===== src/rtl/alu_sequencer_pkg.sv =====
// Shared types and constants for the ALU request sequencer: FSM states,
// op encodings, queue entry layout and the reference result function.
package alu_sequencer_pkg;

   localparam int DATA_W = 4;
   localparam int TAG_W  = 2;

   localparam logic OP_ADD = 1'b0;
   localparam logic OP_SUB = 1'b1;

   typedef enum logic [1:0] {
      ST_IDLE  = 2'd0,
      ST_ISSUE = 2'd1,
      ST_WAIT  = 2'd2,
      ST_RESP  = 2'd3
   } seq_state_t;

   typedef struct packed {
      logic              op;
      logic [DATA_W-1:0] a;
      logic [DATA_W-1:0] b;
      logic [TAG_W-1:0]  tag;
   } req_entry_t;

   localparam int ENTRY_W = $bits(req_entry_t);

   // Result the ALU must return; carry and borrow are dropped (mod 16).
   function automatic logic [DATA_W-1:0] expected_result(input logic              op,
                                                          input logic [DATA_W-1:0] a,
                                                          input logic [DATA_W-1:0] b);
      logic [DATA_W-1:0] res_s;
      case (op)
         OP_ADD:  res_s = a + b;
         OP_SUB:  res_s = a - b;
         default: res_s = {DATA_W{1'b0}};
      endcase
      return res_s;
   endfunction

endpackage


===== src/rtl/seq_fifo.sv =====
// Request queue for the ALU sequencer. Pointers carry one extra wrap bit so
// full and empty are distinguishable; ready is registered and low in reset.
module seq_fifo #(
   parameter int DEPTH = 4,
   parameter int WIDTH = 8
) (
   input  logic             clk,
   input  logic             reset,
   input  logic             push,
   input  logic [WIDTH-1:0] push_data,
   input  logic             pop,
   output logic [WIDTH-1:0] pop_data,
   output logic             empty,
   output logic             ready
);

   localparam int AW = $clog2(DEPTH);
   localparam logic [AW:0] PTR_ONE = {{AW{1'b0}}, 1'b1};

   logic [WIDTH-1:0] mem_r [DEPTH];
   logic [AW:0]      wr_ptr_r;
   logic [AW:0]      rd_ptr_r;
   logic [AW:0]      wr_ptr_nxt_s;
   logic [AW:0]      rd_ptr_nxt_s;
   logic             push_ok_s;
   logic             pop_ok_s;
   logic             full_nxt_s;
   logic             ready_r;

   assign push_ok_s = push & ready_r;
   assign pop_ok_s  = pop & ~empty;
   assign empty     = (wr_ptr_r == rd_ptr_r);
   assign pop_data  = mem_r[rd_ptr_r[AW-1:0]];
   assign ready     = ready_r;

   // Next pointer values and the full flag they imply.
   always_comb begin
      wr_ptr_nxt_s = wr_ptr_r;
      rd_ptr_nxt_s = rd_ptr_r;
      if (push_ok_s) begin
         wr_ptr_nxt_s = wr_ptr_r + PTR_ONE;
      end else begin
         wr_ptr_nxt_s = wr_ptr_r;
      end
      if (pop_ok_s) begin
         rd_ptr_nxt_s = rd_ptr_r + PTR_ONE;
      end else begin
         rd_ptr_nxt_s = rd_ptr_r;
      end
      full_nxt_s = (wr_ptr_nxt_s[AW] != rd_ptr_nxt_s[AW]) &&
                   (wr_ptr_nxt_s[AW-1:0] == rd_ptr_nxt_s[AW-1:0]);
   end

   // Pointer and ready registers.
   always_ff @(posedge clk or negedge reset) begin
      if (!reset) begin
         wr_ptr_r <= {(AW+1){1'b0}};
         rd_ptr_r <= {(AW+1){1'b0}};
         ready_r  <= 1'b0;
      end else begin
         wr_ptr_r <= wr_ptr_nxt_s;
         rd_ptr_r <= rd_ptr_nxt_s;
         ready_r  <= ~full_nxt_s;
      end
   end

   // Entry storage.
   always_ff @(posedge clk or negedge reset) begin
      if (!reset) begin
         for (int i = 0; i < DEPTH; i++) begin
            mem_r[i] <= {WIDTH{1'b0}};
         end
      end else if (push_ok_s) begin
         mem_r[wr_ptr_r[AW-1:0]] <= push_data;
      end
   end

endmodule


===== src/rtl/alu_sequencer.sv =====
// Queues add/sub requests, issues them to an external registered ALU one at a
// time, checks each result against a local reference and returns it tagged.
module alu_sequencer
   import alu_sequencer_pkg::*;
#(
   parameter int DEPTH = 4
) (
   input  logic              clk,
   input  logic              reset,
   input  logic              req_valid,
   output logic              req_ready,
   input  logic              req_op,
   input  logic [DATA_W-1:0] req_a,
   input  logic [DATA_W-1:0] req_b,
   input  logic [TAG_W-1:0]  req_tag,
   output logic              instruction,
   output logic [DATA_W-1:0] inputA,
   output logic [DATA_W-1:0] inputB,
   input  logic [DATA_W-1:0] alu_out,
   output logic              rsp_valid,
   input  logic              rsp_ready,
   output logic [DATA_W-1:0] rsp_data,
   output logic [TAG_W-1:0]  rsp_tag,
   output logic              rsp_err,
   output logic [7:0]        err_count
);

   seq_state_t        state_r;
   seq_state_t        state_nxt_s;
   logic              pop_s;
   logic              fifo_empty_s;
   req_entry_t        push_entry_s;
   req_entry_t        head_s;
   logic              op_r;
   logic [DATA_W-1:0] a_r;
   logic [DATA_W-1:0] b_r;
   logic [TAG_W-1:0]  tag_r;
   logic              rsp_valid_r;
   logic [DATA_W-1:0] rsp_data_r;
   logic [TAG_W-1:0]  rsp_tag_r;
   logic              rsp_err_r;
   logic [7:0]        err_count_r;
   logic              rsp_fire_s;

   assign push_entry_s = {req_op, req_a, req_b, req_tag};
   assign rsp_fire_s   = rsp_valid_r & rsp_ready;

   seq_fifo #(
      .DEPTH (DEPTH),
      .WIDTH (ENTRY_W)
   ) u_fifo (
      .clk       (clk),
      .reset     (reset),
      .push      (req_valid),
      .push_data (push_entry_s),
      .pop       (pop_s),
      .pop_data  (head_s),
      .empty     (fifo_empty_s),
      .ready     (req_ready)
   );

   // FSM state register.
   always_ff @(posedge clk or negedge reset) begin
      if (!reset) begin
         state_r <= ST_IDLE;
      end else begin
         state_r <= state_nxt_s;
      end
   end

   // Next state; the queue head is popped whenever a new issue begins.
   always_comb begin
      state_nxt_s = state_r;
      pop_s       = 1'b0;
      case (state_r)
         ST_IDLE: begin
            if (!fifo_empty_s) begin
               state_nxt_s = ST_ISSUE;
               pop_s       = 1'b1;
            end else begin
               state_nxt_s = ST_IDLE;
            end
         end
         ST_ISSUE: state_nxt_s = ST_WAIT;
         ST_WAIT:  state_nxt_s = ST_RESP;
         ST_RESP: begin
            if (rsp_ready && !fifo_empty_s) begin
               state_nxt_s = ST_ISSUE;
               pop_s       = 1'b1;
            end else if (rsp_ready) begin
               state_nxt_s = ST_IDLE;
            end else begin
               state_nxt_s = ST_RESP;
            end
         end
         default: state_nxt_s = ST_IDLE;
      endcase
   end

   // Operand registers double as the ALU drive and hold between issues.
   always_ff @(posedge clk or negedge reset) begin
      if (!reset) begin
         op_r  <= OP_ADD;
         a_r   <= {DATA_W{1'b0}};
         b_r   <= {DATA_W{1'b0}};
         tag_r <= {TAG_W{1'b0}};
      end else if (pop_s) begin
         op_r  <= head_s.op;
         a_r   <= head_s.a;
         b_r   <= head_s.b;
         tag_r <= head_s.tag;
      end
   end

   // Response capture; fields only change while leaving WAIT, so they hold under stall.
   always_ff @(posedge clk or negedge reset) begin
      if (!reset) begin
         rsp_valid_r <= 1'b0;
         rsp_data_r  <= {DATA_W{1'b0}};
         rsp_tag_r   <= {TAG_W{1'b0}};
         rsp_err_r   <= 1'b0;
      end else if (state_r == ST_WAIT) begin
         rsp_valid_r <= 1'b1;
         rsp_data_r  <= alu_out;
         rsp_tag_r   <= tag_r;
         rsp_err_r   <= (alu_out != expected_result(op_r, a_r, b_r));
      end else if (rsp_fire_s) begin
         rsp_valid_r <= 1'b0;
      end
   end

   // Saturating count of erroneous responses, counted at hand-off.
   always_ff @(posedge clk or negedge reset) begin
      if (!reset) begin
         err_count_r <= 8'd0;
      end else if (rsp_fire_s && rsp_err_r && (err_count_r != 8'hFF)) begin
         err_count_r <= err_count_r + 8'd1;
      end
   end

   assign instruction = op_r;
   assign inputA      = a_r;
   assign inputB      = b_r;
   assign rsp_valid   = rsp_valid_r;
   assign rsp_data    = rsp_data_r;
   assign rsp_tag     = rsp_tag_r;
   assign rsp_err     = rsp_err_r;
   assign err_count   = err_count_r;

endmodule


===== config.mk =====
export PLATFORM = sky130hd
export DESIGN_NAME = alu_sequencer
export DESIGN_NICKNAME = d
export VERILOG_FILES = /design/src/rtl/alu_sequencer_pkg.sv /design/src/rtl/seq_fifo.sv /design/src/rtl/alu_sequencer.sv
export SDC_FILE = /design/constraint.sdc
export NUM_CORES = 1
export LEC_CHECK = 0
export ABC_AREA = 1
export CORE_MARGIN = 1
export CORE_UTILIZATION = 55
export CTS_BUF_LIST = sky130_fd_sc_hd__clkbuf_2 sky130_fd_sc_hd__clkbuf_4 sky130_fd_sc_hd__clkbuf_8
export CTS_CLUSTER_DIAMETER = 120
export DETAILED_ROUTE_END_ITERATION = 8
export HOLD_SLACK_MARGIN = 0.05
export PLACE_DENSITY = 0.79
export SLEW_MARGIN = 5
export SYNTH_ARGS = -nofsm -noshare
export SYNTH_HDL_FRONTEND = slang
export SYNTH_SLANG_ARGS = --single-unit

===== constraint.sdc =====
create_clock -name clk -period 2.65 [get_ports clk]
set_input_delay 0.265 -clock clk [delete_from_list [all_inputs] [get_ports clk]]
set_output_delay 0.265 -clock clk [all_outputs]
set_load 0.01 [all_outputs]

==> results of run 1 <==
state kept, by name, indices dropped and copies added, names as in the netlist, 3 cells and up:
signal,flops
u_fifo.mem_r,44
err_count,8
inputA,4
inputB,4
rsp_data,4
u_fifo.rd_ptr_r,3
u_fifo.wr_ptr_r,3
area by class of cell:
cell class | count | area, um^2
clock buffers | 12 | 159
repair buffers | 48 | 468
well taps | 96 | 120
multi-input cells | 293 | 1610
inverters | 46 | 175
clock inverters | 4 | 51.3
fillers | 553 | 2210
flip-flops and latches | 80 | 2000
cell usage after synthesis, types with 2 or more instances:
| cell | count | area (um^2) |
|---|---|---|
| nand2_1 | 98 | 368 |
| dfrtp_1 | 80 | 2000 |
| o21ai_0 | 75 | 375 |
| inv_1 | 42 | 158 |
| nor2_1 | 32 | 120 |
| nand3_1 | 15 | 75.1 |
| ha_1 | 14 | 175 |
| o22ai_1 | 11 | 68.8 |
| clkbuf_1 | 10 | 37.5 |
| xor2_1 | 10 | 87.6 |
| a21oi_1 | 9 | 45.0 |
| xnor2_1 | 7 | 61.3 |
| mux2_4 | 6 | 90.1 |
| nand2_2 | 6 | 37.5 |
| buf_2 | 3 | 15.0 |
| inv_2 | 3 | 11.3 |
| buf_1 | 2 | 7.51 |
| nand3_2 | 2 | 20.0 |
layer usage:
layer | part of all wire, % | global-route usage [%] | vias to the layer above | wire length, um
met5 | 0 | 0 | - | 0
met4 | 2.0 | 10.3 | 0 | 149
met3 | 5.6 | 4.62 | 12 | 424
met2 | 45 | 36.4 | 91 | 3390
met1 | 48 | 30.4 | 1433 | 3610
li1 | - | - | 1491 | -
logic make-up (layout without fill, tap and decap cells):
logic type                 Yosys count  count (layout)  synth area share [%]
buffers and inverters               64             110                  7.05
muxes                                6               6                  2.32
DFF                                 80              80                  51.5
xor gates and xnor gates            17              17                  3.83
and+or+nand+nor                    159             159                  17.5
adders and majority gates           15              15                  5.02
AOI/OAI and AO/OA                   96              96                  12.8
metrics by stage:
step / setup slack (ns) / utilization [%] / instance area [um^2] / power, W
after global routing: 0.274 / 67.5 / 4590 / 0.00639
after global placement: 0.523 / 64.4 / 4380 / 0.00484
after CTS: 0.457 / 67.5 / 4590 / 0.00592
after floorplan: 0.542 / - / 3890 / 0.00418
final: 0.474 / 67.5 / 4590 / 0.00588
after detailed placement: 0.467 / 64.4 / 4380 / 0.00496
power by group:
| part | switching, W | total (W) | internal, W |
|---|---|---|---|
| logic | 0.00156 | 0.00280 | 0.00124 |
| clock network | 0.000443 | 0.000942 | 0.000499 |
| registers | 0.000367 | 0.00214 | 0.00178 |
path summary, 6_finish.rpt:
| kind | endpoint | slack (ns) |
|---|---|---|
| setup / recovery | rsp_err$_DFFE_PN0P_ | 0.47 |
| hold / removal | rsp_data[0]$_DFFE_PN0P_ | 0.05 |
| setup reg to reg | rsp_err$_DFFE_PN0P_ | 0.47 |
| hold reg to reg | rsp_data[0]$_DFFE_PN0P_ | 0.47 |
| max in group asynchronous | u_fifo.mem_r[16]$_DFFE_PN0P_ | 1.98 |
| min in group clk | rsp_data[0]$_DFFE_PN0P_ | 0.47 |
cell usage in the layout, fill, tap and decap left out, drive strengths merged:
cell type / Yosys / layout
o211ai: 1 / 1
clkdlybuf4s50: 0 / 43
buf: 8 / 5
clkbuf: 10 / 12
dfrtp: 80 / 80
xnor2: 7 / 7
fa: 1 / 1
nand3: 18 / 18
o21ai: 75 / 75
a21oi: 9 / 9
bufinv: 0 / 1
nand4: 1 / 1
clkinvlp: 0 / 1
nor3: 2 / 2
xor2: 10 / 10
o22ai: 11 / 11
ha: 14 / 14
inv: 46 / 47
mux2: 6 / 6
nor2: 33 / 33
clkinv: 0 / 1
nand2: 105 / 105
==> results.ini, run 1 <==
[logic_synthesis]
avgSynthCellArea_um2=8.90
async_reset_ff_share_pct=100
synth_nets=471
ys.flop_type=dfrtp_1
yosysWarnings=0
ys_seq_area_share_pct=51.5
syn_inst=437
synth_edf_count=0
syn_area_um2=3890
synthDistinctLibCells=30
synth_seq_cells=80

[timing]
rsz0062_at_grt=no
fmax_ghz=0.460
finClkSkew_ns=0.00888
fin_crit_ns=2.18
holdWs_ns=0.0465
setup_viol=0
hold_viol_final=0
tns_ns=0
period_share_pct=82.1
slew_viol_final=0
slew_headroom_pct=36.1
worstMarginPinSlew_ns=0.958

[critical_path]
critPathMaxFanout=3
critPathCaptureType=register
cp-start-kind=register
crit_type=reg2reg
r2r_start=inputB[0]$_DFFE_PN0N_
cp_cell_sequence=inv_1 -> ha_1 -> o21ai_0 -> fa_1 -> a21oi_1 -> o211ai_1 -> nor2_1 -> nand3_1 -> nand2_1 -> inv_1
crit_family=adder cells
critPathBufInv=2
cp.depth=10
cp_common_cell=inv_1
cp.required_ns=2.90
cpPeakStageDelay_ns=0.49
r2r_cells=10
arrival_ns=2.43
worst_path_max_delay_cell=fa_1
startpoint=inputB[0]$_DFFE_PN0N_

[die]
die_w_um=86.1
die_h_um=86.1
die-area_um2=7410
ios=45
row_count=30
start_util_pct=57.2
fp.coreArea_um2=6790

[run_status]
status=completed

[place]
place.port_buffers=44
dpl.hpwl_um=5040
dp_cells=563
gp_congestion=0.766

[hold_path]
hp-class=in2async

[detailed_routing]
wl_per_cell_um=13.1
via_per_inst=5.23
num_vias=3027
drtIter0Drc=278
wl_um=7570
ant_nets=0
first_pass_iters=4
drc=0

[final_layout]
final_net_count=512
layout-drive-gt1-share_pct=8.90
final_cells=579
syn_to_final_growth_pct=18.0
num_antenna_cells=0

[global_routing]
grt_pass1_vias=2939
grt_pass1_wl_um=13200
grt_start_max_net_pins=81
antenna_found_initial=0
grtUsageTotal_pct=22.9
grt-ovfl-total=0

[clock_network]
numClockSinks=80
clk_path_buf_depth=2
h-tree-depth=3
post_cts_buffers=0
cts_hold_buf=0
tritoncts=done
clk_latency_ns=0.35
path_clk_slew_ns=0.08
cts_resized=0
cts_root_buf=clkbuf_8
cts_made_buffers=9

[power_and_ir_drop]
p_leak_nw=2.24
power_per_cell_area_nw_per_um2=1280
ir_drop_uv=595

[job]
maxCapViolations=0

Note: power is estimated with default switching activity, not from simulation.
==> inputs of run 2 (changes only) <==
==> constraint.sdc (replaced) <==
create_clock -name clk -period 2.2 [get_ports clk]
set_input_delay 0.22 -clock clk [delete_from_list [all_inputs] [get_ports clk]]
set_output_delay 0.22 -clock clk [all_outputs]
set_load 0.01 [all_outputs]
==> run 2 against run 1 <==
Compared with the run above: first-iteration DRC count decreased by 26%; total power increased by 20%; sequential share of layout area decreased by 0.46 points; final area increased by 1.1%; hold slack improved by 0.24 ns; setup slack got worse by 0.31 ns; critical path depth unchanged; critical endpoint unchanged.
==> results.ini, run 2 (synthesis results as in run 1) <==
[timing]
finClkSkew_ns=0.00987  ; was 0.00888 ns
worstMarginPinSlew_ns=0.381  ; was 0.958 ns
setup_viol=0  ; unchanged
slew_headroom_pct=74.3  ; was 36.1%
period_share_pct=92.4  ; was 82.1%
fmax_ghz=0.492  ; was 0.460 GHz
hold_viol_final=0  ; unchanged
rsz0062_at_grt=no  ; unchanged
fin_crit_ns=2.03  ; was 2.18 ns
slew_viol_final=0  ; unchanged
holdWs_ns=0.288  ; was 0.0465 ns

[detailed_routing]
num_vias=3006  ; was 3027
drtIter0Drc=207  ; was 278
ant_nets=0  ; unchanged
via_per_inst=5.13  ; was 5.23
wl_um=7850  ; was 7570 um
wl_per_cell_um=13.4  ; was 13.1 um
first_pass_iters=4  ; unchanged
drc=0  ; unchanged

[clock_network]
path_clk_slew_ns=0.09  ; was 0.08 ns
clk_latency_ns=0.35  ; about the same
tritoncts=done  ; unchanged
cts_made_buffers=9  ; unchanged
numClockSinks=80  ; unchanged
cts_root_buf=clkbuf_8  ; unchanged
h-tree-depth=3  ; unchanged
clk_path_buf_depth=2  ; unchanged

[power_and_ir_drop]
p_leak_nw=2.26  ; was 2.24 nW
ir_drop_uv=617  ; was 595 uV
power_per_cell_area_nw_per_um2=1530  ; was 1280 nW/um^2
power_w=0.00707  ; was 0.00588 W

[die]
row_count=30  ; unchanged
die_w_um=86.1  ; unchanged
ios=45  ; unchanged
fp.coreArea_um2=6790  ; unchanged
die-area_um2=7410  ; unchanged
start_util_pct=57.2  ; unchanged
die_h_um=86.1  ; unchanged

[run_status]
status=completed  ; unchanged

[final_layout]
layout-drive-gt1-share_pct=10.4  ; was 8.90%
final_cell_mix=98 x nand2_1, 80 x dfrtp_1, 74 x o21ai_0  ; was 98 x nand2_1, 80 x dfrtp_1, 75 x o21ai_0
postLayoutCoreUtil_pct=68.3  ; was 67.5%
stdcell_area_um2=4640  ; was 4590 um^2
largest-register=u_fifo.mem_r  ; unchanged
syn_to_final_growth_pct=19.2  ; was 18.0%
layout_commonest_cell=nand2_1  ; unchanged
final_net_count=519  ; was 512
largest_reg_flops=44  ; unchanged
fill_cells=549  ; was 553
num_antenna_cells=0  ; unchanged

[critical_path]
arrival_ns=2.28  ; was 2.43 ns
r2r_cells=10  ; unchanged
worst_path_max_delay_cell=fa_1  ; unchanged
cp_common_cell=inv_1  ; unchanged
startpoint=inputB[0]$_DFFE_PN0N_  ; unchanged
cpPeakStageDelay_ns=0.45  ; was 0.49 ns
cp_cell_sequence=inv_1 -> ha_1 -> o21ai_2 -> fa_1 -> a21oi_1 -> o211ai_1 -> nor2_1 -> nand3_1 -> nand2_1 -> inv_1  ; was inv_1 -> ha_1 -> o21ai_0 -> fa_1 -> a21oi_1 -> o211ai_1 -> nor2_1 -> nand3_1 -> nand2_1 -> inv_1
endpoint=rsp_err$_DFFE_PN0P_  ; unchanged
cp.required_ns=2.45  ; was 2.90 ns
critPathCaptureType=register  ; unchanged
crit_type=reg2reg  ; unchanged
r2r-end=rsp_err$_DFFE_PN0P_  ; unchanged
rrSetupSlack_ns=0.17  ; was 0.47 ns
critPathMaxFanout=3  ; unchanged
cp-start-kind=register  ; unchanged
r2r_start=inputB[0]$_DFFE_PN0N_  ; unchanged

[place]
gp_congestion=0.789  ; was 0.766
post_dp_cell_area_um2=4430  ; was 4380 um^2
dpl.hpwl_um=5350  ; was 5040 um
place.port_buffers=44  ; unchanged

[job]
maxCapViolations=0  ; unchanged

[global_routing]
antenna_found_initial=0  ; unchanged
grt-ovfl-total=0  ; unchanged
grtUsageTotal_pct=24.0  ; was 22.9%
grt_start_max_net_pins=60  ; was 81
grt_pass1_vias=2941  ; was 2939
grt_pass1_wl_um=13800  ; was 13200 um

[hold_path]
hp-class=in2async  ; unchanged

run 2: changes by cell type in the layout (fill, tap and decap cells not counted), sizes merged:
cell         previous run  this run
buf                     5        11
clkinv                  1         3
clkinvlp                1         2
clkbuf                 12        10
dlygate4sd3             0         1
bufinv                  1         0
run 2: per-stage QoR:
stage	TNS, ns	instances	setup slack [ns]
finish	0	586	0.167
global route	0	586	0.00301
CTS	0	585	0.0832
detailed placement	-0.0115	568	-0.0115
global placement	0	568	0.0706
floorplan	0	437	0.0924
run 2: worst min-delay path by stage:
stage	to	start	cells after the start
after floorplan	err_count[0]$_DFFE_PN0P_	reset	0
after global placement	rsp_data[0]$_DFFE_PN0P_	reset	1
after detailed placement	rsp_data[0]$_DFFE_PN0P_	reset	1
after CTS	rsp_data[0]$_DFFE_PN0P_	reset	2
after global routing	rsp_data[0]$_DFFE_PN0P_	reset	2
final	rsp_data[0]$_DFFE_PN0P_	reset	2
run 2: area by class of cell:
class                           count  area [um^2]  area share, %
Timing Repair Buffer               55          536           11.5
Sequential cell                    80         2000           43.2
Clock inverter                      6         42.5          0.917
Tap cell                           96          120           2.59
Inverter                           46          175           3.78
Clock buffer                       10          138           2.97
Multi-Input combinational cell    293         1620           35.0
run 2: worst max-delay path: cells and delay by family, from the launching register on:
family / cells / cell delay, ns
adders and majority gates: 2 / 0.76
AOI/OAI and AO/OA: 3 / 0.44
DFF: 1 / 0.37
and+or+nand+nor: 3 / 0.25
buffers and inverters: 2 / 0.11
run 2: repair_timing:
item	4_1_cts	5_1_grt
pin swaps	0	1
endpoints found under the setup margin	1	1
gates resized for setup	1	2
hold buffers	1	0
gates cloned	0	0
endpoints found under the hold margin	21	0
setup buffers	0	1
run 2: report_power, final:
group	internal, W	leakage [nW]	switching [W]
Sequential	0.00214	0.983	0.000457
Clock	0.000442	0.0887	0.000555
Combinational	0.00156	1.19	0.00193
run 2: per-layer routing:
metal	up-vias	part of all wire, %	routed length [um]	GRT usage (%)
met4	0	1.0	80	7.88
met3	7	4.0	313	4.72
met1	1428	48	3760	32.3
met5	-	0	0	0
met2	71	47	3700	39.0
li1	1500	-	-	-
